[src/rtl/toggle_event_rx_pkg.sv]
// Shared types and defaults for the toggle-encoded event receiver.
// Holds the pending-counter state encoding and default parameter values.
package toggle_event_rx_pkg;

    localparam int DEF_CNT_W       = 8;
    localparam int DEF_SYNC_STAGES = 2;

    typedef enum logic [1:0] {
        EMPTY   = 2'd0,
        PENDING = 2'd1,
        FULL    = 2'd2
    } state_t;

endpackage

[src/rtl/toggle_event_rx_sync_ff.sv]
// N-flop single-bit synchronizer with asynchronous active-high reset.
// Reusable by any block that brings a level across a clock domain.
module sync_ff #(
    parameter int N = 2
) (
    input  logic clk,
    input  logic reset,
    input  logic d,
    output logic q
);

    logic [N-1:0] ff;

    always_ff @(posedge clk or posedge reset) begin
        if (reset) begin
            ff <= '0;
        end else begin
            ff <= {ff[N-2:0], d};
        end
    end

    assign q = ff[N-1];

endmodule

[src/rtl/toggle_event_rx.sv]
// Receiver for a toggle-encoded event line: edge decode, pending
// event counter with saturation/overflow, and consumer handshake.
module toggle_event_rx
    import toggle_event_rx_pkg::*;
#(
    parameter int SYNC_STAGES = DEF_SYNC_STAGES,
    parameter int CNT_W       = DEF_CNT_W
) (
    input  logic             clk,
    input  logic             reset,
    input  logic             t_in,
    input  logic             ack,
    input  logic             clr_ovf,
    output logic             pulse,
    output logic             evt_valid,
    output logic [CNT_W-1:0] evt_count,
    output logic             overflow,
    output logic             q,
    output logic             qbar
);

    localparam logic [CNT_W-1:0] MAX = '1;
    localparam logic [CNT_W-1:0] ONE = {{(CNT_W-1){1'b0}}, 1'b1};

    logic             t_sync;
    logic [CNT_W-1:0] count;
    state_t           state;
    logic             acc;
    logic             inc;
    logic             dec;

    sync_ff #(
        .N(SYNC_STAGES)
    ) u_sync (
        .clk  (clk),
        .reset(reset),
        .d    (t_in),
        .q    (t_sync)
    );

    // q holds the reference level; any difference is one event
    always_ff @(posedge clk or posedge reset) begin
        if (reset) begin
            q     <= 1'b0;
            pulse <= 1'b0;
        end else begin
            q     <= t_sync;
            pulse <= t_sync ^ q;
        end
    end

    assign qbar      = ~q;
    assign evt_valid = (count != '0);
    assign evt_count = count;

    assign acc = ack & evt_valid;
    assign inc = pulse & ~acc;
    assign dec = acc & ~pulse;

    always_ff @(posedge clk or posedge reset) begin
        if (reset) begin
            state    <= EMPTY;
            count    <= '0;
            overflow <= 1'b0;
        end else begin
            if (inc && state == FULL) begin
                overflow <= 1'b1;
            end else if (clr_ovf) begin
                overflow <= 1'b0;
            end
            unique case (state)
                EMPTY: begin
                    if (inc) begin
                        count <= count + ONE;
                        state <= (count == MAX - ONE) ? FULL : PENDING;
                    end
                end
                PENDING: begin
                    if (inc) begin
                        count <= count + ONE;
                        if (count == MAX - ONE) begin
                            state <= FULL;
                        end
                    end else if (dec) begin
                        count <= count - ONE;
                        if (count == ONE) begin
                            state <= EMPTY;
                        end
                    end
                end
                FULL: begin
                    if (dec) begin
                        count <= count - ONE;
                        state <= (count == ONE) ? EMPTY : PENDING;
                    end
                end
                default: begin
                    state <= EMPTY;
                    count <= '0;
                end
            endcase
        end
    end

endmodule

[config.mk]
export PLATFORM = sky130hd
export DESIGN_NAME = toggle_event_rx
export DESIGN_NICKNAME = d
export VERILOG_FILES = /design/src/rtl/toggle_event_rx_pkg.sv /design/src/rtl/toggle_event_rx_sync_ff.sv /design/src/rtl/toggle_event_rx.sv
export SDC_FILE = /design/constraint.sdc
export NUM_CORES = 1
export LEC_CHECK = 0
export CAP_MARGIN = 0
export CORE_UTILIZATION = 45
export CTS_CLUSTER_DIAMETER = 150
export DETAILED_ROUTE_END_ITERATION = 16
export GPL_TIMING_DRIVEN = 0
export HOLD_SLACK_MARGIN = 0.06
export MAX_ROUTING_LAYER = met4
export PLACE_DENSITY_LB_ADDON = 0.05
export REMOVE_ABC_BUFFERS = 1
export SLEW_MARGIN = 20
export SYNTH_ARGS = -nofsm -noshare
export SYNTH_HDL_FRONTEND = slang
export SYNTH_SLANG_ARGS = --single-unit
export TNS_END_PERCENT = 20
[constraint.sdc]
create_clock -name clk -period 5.85 [get_ports clk]
set_input_delay 1.4625 -clock clk [delete_from_list [all_inputs] [get_ports clk]]
set_output_delay 1.4625 -clock clk [all_outputs]
set_load 0.005 [all_outputs]
==> results by group, run 1 <==
Power
  – Seq pwr share: 39.9%
  – Leak: 0.541 nW
  – Combinational Power Share: 48.7%
  – Sw Share: 43.9%
  – Peak supply drop: 0.233 mV
  – Final Total Pwr: 0.550 mW
  – Cell Pwr Density: 395 nW/um^2
  – Internal power: 0.308 mW
  – Clock network power share: 11.5%
  – Psw: 0.241 mW

Drt
  – Vias: 1141
  – Routed length per instance: 14.8 um
  – Drt initial violations: 15
  – DR vias/cell: 6.01
  – DR pass1 iterations: 4
  – Routed Antenna Nets: 0
  – Final wirelength: 2820 um
  – Drt drc: 0

Clock tree
  – Post-CTS sizing: 0
  – Sink Count: 15
  – H-tree depth: 1
  – CTS tree: built
  – Clk slew on worst S/H paths: 110 ps
  – Root Buffer: clkbuf_4
  – Clock buffer count from CTS: 3
  – Hold buffer count at cts: 0
  – Clk buf depth: 2
  – Post-CTS Setup Bufs: 0
  – Clk Latency, worst-skew pair: 300 ps

Floorplanning
  – DIE HEIGHT: 53.9 um
  – Total core area: 2520 sq um
  – Cell Rows: 18
  – Ports: 18
  – Die Width: 53.9 um
  – Starting Density: 48.1%
  – Die ar.: 2910 sq um

Placement
  – PortBufs: 17
  – GPL Wtd Cong: 0.810
  – DP Area: 1370 sq um
  – Place WS: 1960 ps
  – Inst Count DP: 186
  – Post-detail-place hpwl: 1890 um

Layout
  – Final design utilization: 55.2%
  – Finished Cell Area: 1390 sq um
  – ANT cells: 0
  – Area growth, synth to finish: 14.6%
  – Fill cells: 247
  – Final nets: 172
  – Share of cells above drive strength 1: 5.63%
  – Non-filler cells, final: 190

Global route
  – Antenna violations before repair: 0
  – Vias in the first global route: 1094
  – Gr ovfl total: 0
  – Largest net degree at the start of global routing: 33
  – Tot GR Track Use: 24.6%
  – Global-route wire length before repair: 4900 um

Synthesis
  – Register area share after synthesis: 30.9%
  – Post-Syn Area per Cell: 8.04 sq um
  – Most common cell in the netlist: dfrtp_1
  – Post-synthesis mux area share: 0.928%
  – Cell area after synthesis: 1210 sq um
  – Post-synth top flop: dfrtp_1
  – Post-synth top cells: dfrtp_1, o21ai_0, a21oi_1, nand2_1, inv_1
  – Synth Area in Adders: 6.19%
  – Synth Area in Compound Gates: 26.4%
  – Yosys warning total: 0
  – Post-synthesis xor/xnor area fraction: 4.33%
  – Register bit count reported by yosys: 15
  – Top cells by area, synth: dfrtp_1, ha_1, o21ai_0
  – Post-synth EDFFs: 0
  – Fraction of registers with async set or reset after synthesis: 100%
  – Synth top area share: 30.9%
  – Combinational family with the most area after synthesis: compound AO/OA/AOI/OAI gates
  – Gate Count Post-Synth: 151
  – Area leader, netlist: dfrtp_1
  – Simple-gate share of the synthesized area: 23.5%
  – Unique masters post-synth: 46

Worst setup path
  – Worst Path Arrival: 2290 ps
  – Setup CP Type: reg2out
  – WP data required: 4390 ps
  – Max FO, Critical Path: 12
  – Crit end category: output pin
  – Critical Path Source Type: register

Timing
  – Max Freq: 0.266 GHz
  – RSZ-0062 raised after global routing: no
  – Worst slew pin tran: 933 ps
  – Setup violators final: 0
  – Fin crit share: 64.2%
  – Period minus WS final: 3760 ps
  – Setup TNS Final: 0 ps
  – Hold_ws: 364 ps
  – Clock Skews: 17.3 ps
  – Max-slew violations: 0
  – Relative slew slack: 37.8%
  – Final worst slack: 2090 ps
  – Fin. Hold Viols: 0

Outcome
  – Status: completed

Min path
  – Hold Path Class: reg2reg

Flow run
  – Max Cap Viol: 0
worst max-delay path, stage by stage, from the launching register on:
cell	delay, ps
dfrtp_1	530
or3_1	470
nor4_1	370
nand2_1	140
clkdlybuf4s50_1	480
kinds of logic (layout without fill, tap and decap cells):
family                     after synthesis  in the layout
AOI/OAI and AO/OA                       50             50
muxes                                    1              1
buffers and inverters                   22             31
and+or+nand+nor                         51             51
xor gates and xnor gates                 6              6
DFF                                     15             15
adders and majority gates                6              6
power by group through the flow:
stage,registers [mW],logic [mW],clock network (mW)
2_1_floorplan,0.199,0.184,0
3_5_place_dp,0.220,0.267,0
6_report,0.219,0.268,0.0630
3_3_place_gp,0.216,0.261,0
5_1_grt,0.229,0.305,0.0689
4_1_cts,0.217,0.269,0.0640
flip-flops by register name, indices dropped and copies added, names as in the netlist:
name       count
evt_count      8
overflow       1
pulse          1
q              1
state          2
u_sync.ff      2
cell usage in the layout, fill, tap and decap left out, types with 2 or more instances in the layout:
master / n
nand2b_1: 2
nand4_1: 3
nand3_1: 3
nand2_1: 13
nor3_1: 2
xnor2_1: 3
nor3b_1: 5
o21ai_0: 14
or2_2: 2
clkdlybuf4s50_1: 17
ha_1: 6
o211ai_1: 2
nor2_1: 9
or3_1: 2
o22ai_1: 6
a21oi_1: 13
clkbuf_4: 3
nor4_1: 2
o21ai_1: 2
inv_1: 10
xor2_1: 3
dfrtp_1: 15
routing by layer:
layer	routed length, um	vias to the layer above	track usage [%]	part of all wire [%]
li1	-	561	-	-
met1	1390	554	30.8	49
met2	1320	22	39.5	47
met5	0	-	-	0
met4	34	0	10.1	1.2
met3	74	4	3.39	2.6
cell type report:
class / count / area [sq um] / share of cell area, %
multi-input combinational: 114 / 744 / 53.5
sequential: 15 / 375 / 27.0
timing repair buffer: 17 / 170 / 12.2
inverter: 10 / 37.5 / 2.70
tap: 30 / 37.5 / 2.70
clock buffer: 4 / 26.3 / 1.89
path summary, 6_finish.rpt:
path	from	endpoint	slack, ps	cells past startpoint
setup reg to reg	evt_count[4]	evt_count[7]	2470	10
setup / recovery	evt_count[4]	evt_valid	2090	4
min in group asynchronous	reset	evt_count[6]	1520	2
hold / removal	u_sync.ff[0]	u_sync.ff[1]	360	0
max in group asynchronous	reset	pulse	3910	2
hold reg to reg	u_sync.ff[0]	u_sync.ff[1]	360	0
Power figures use the tool's default switching activity.
==> run 2, diff against run 1 <==
- clock period: 5.85 -> 3.9 ns (I/O delays scaled with it)
==> results of run 2 <==
The final DEF is identical to that of run 1. Status: completed.
Main changes from that run: setup slack after placement 1960 ps -> 502 ps; setup slack after layout 2090 ps -> 518 ps; end point of the critical path evt_valid -> evt_count[7]; register-to-register setup slack 2470 ps -> 520 ps; total power 0.550 mW -> 0.825 mW; worst IR drop on VDD 0.233 mV -> 0.350 mV
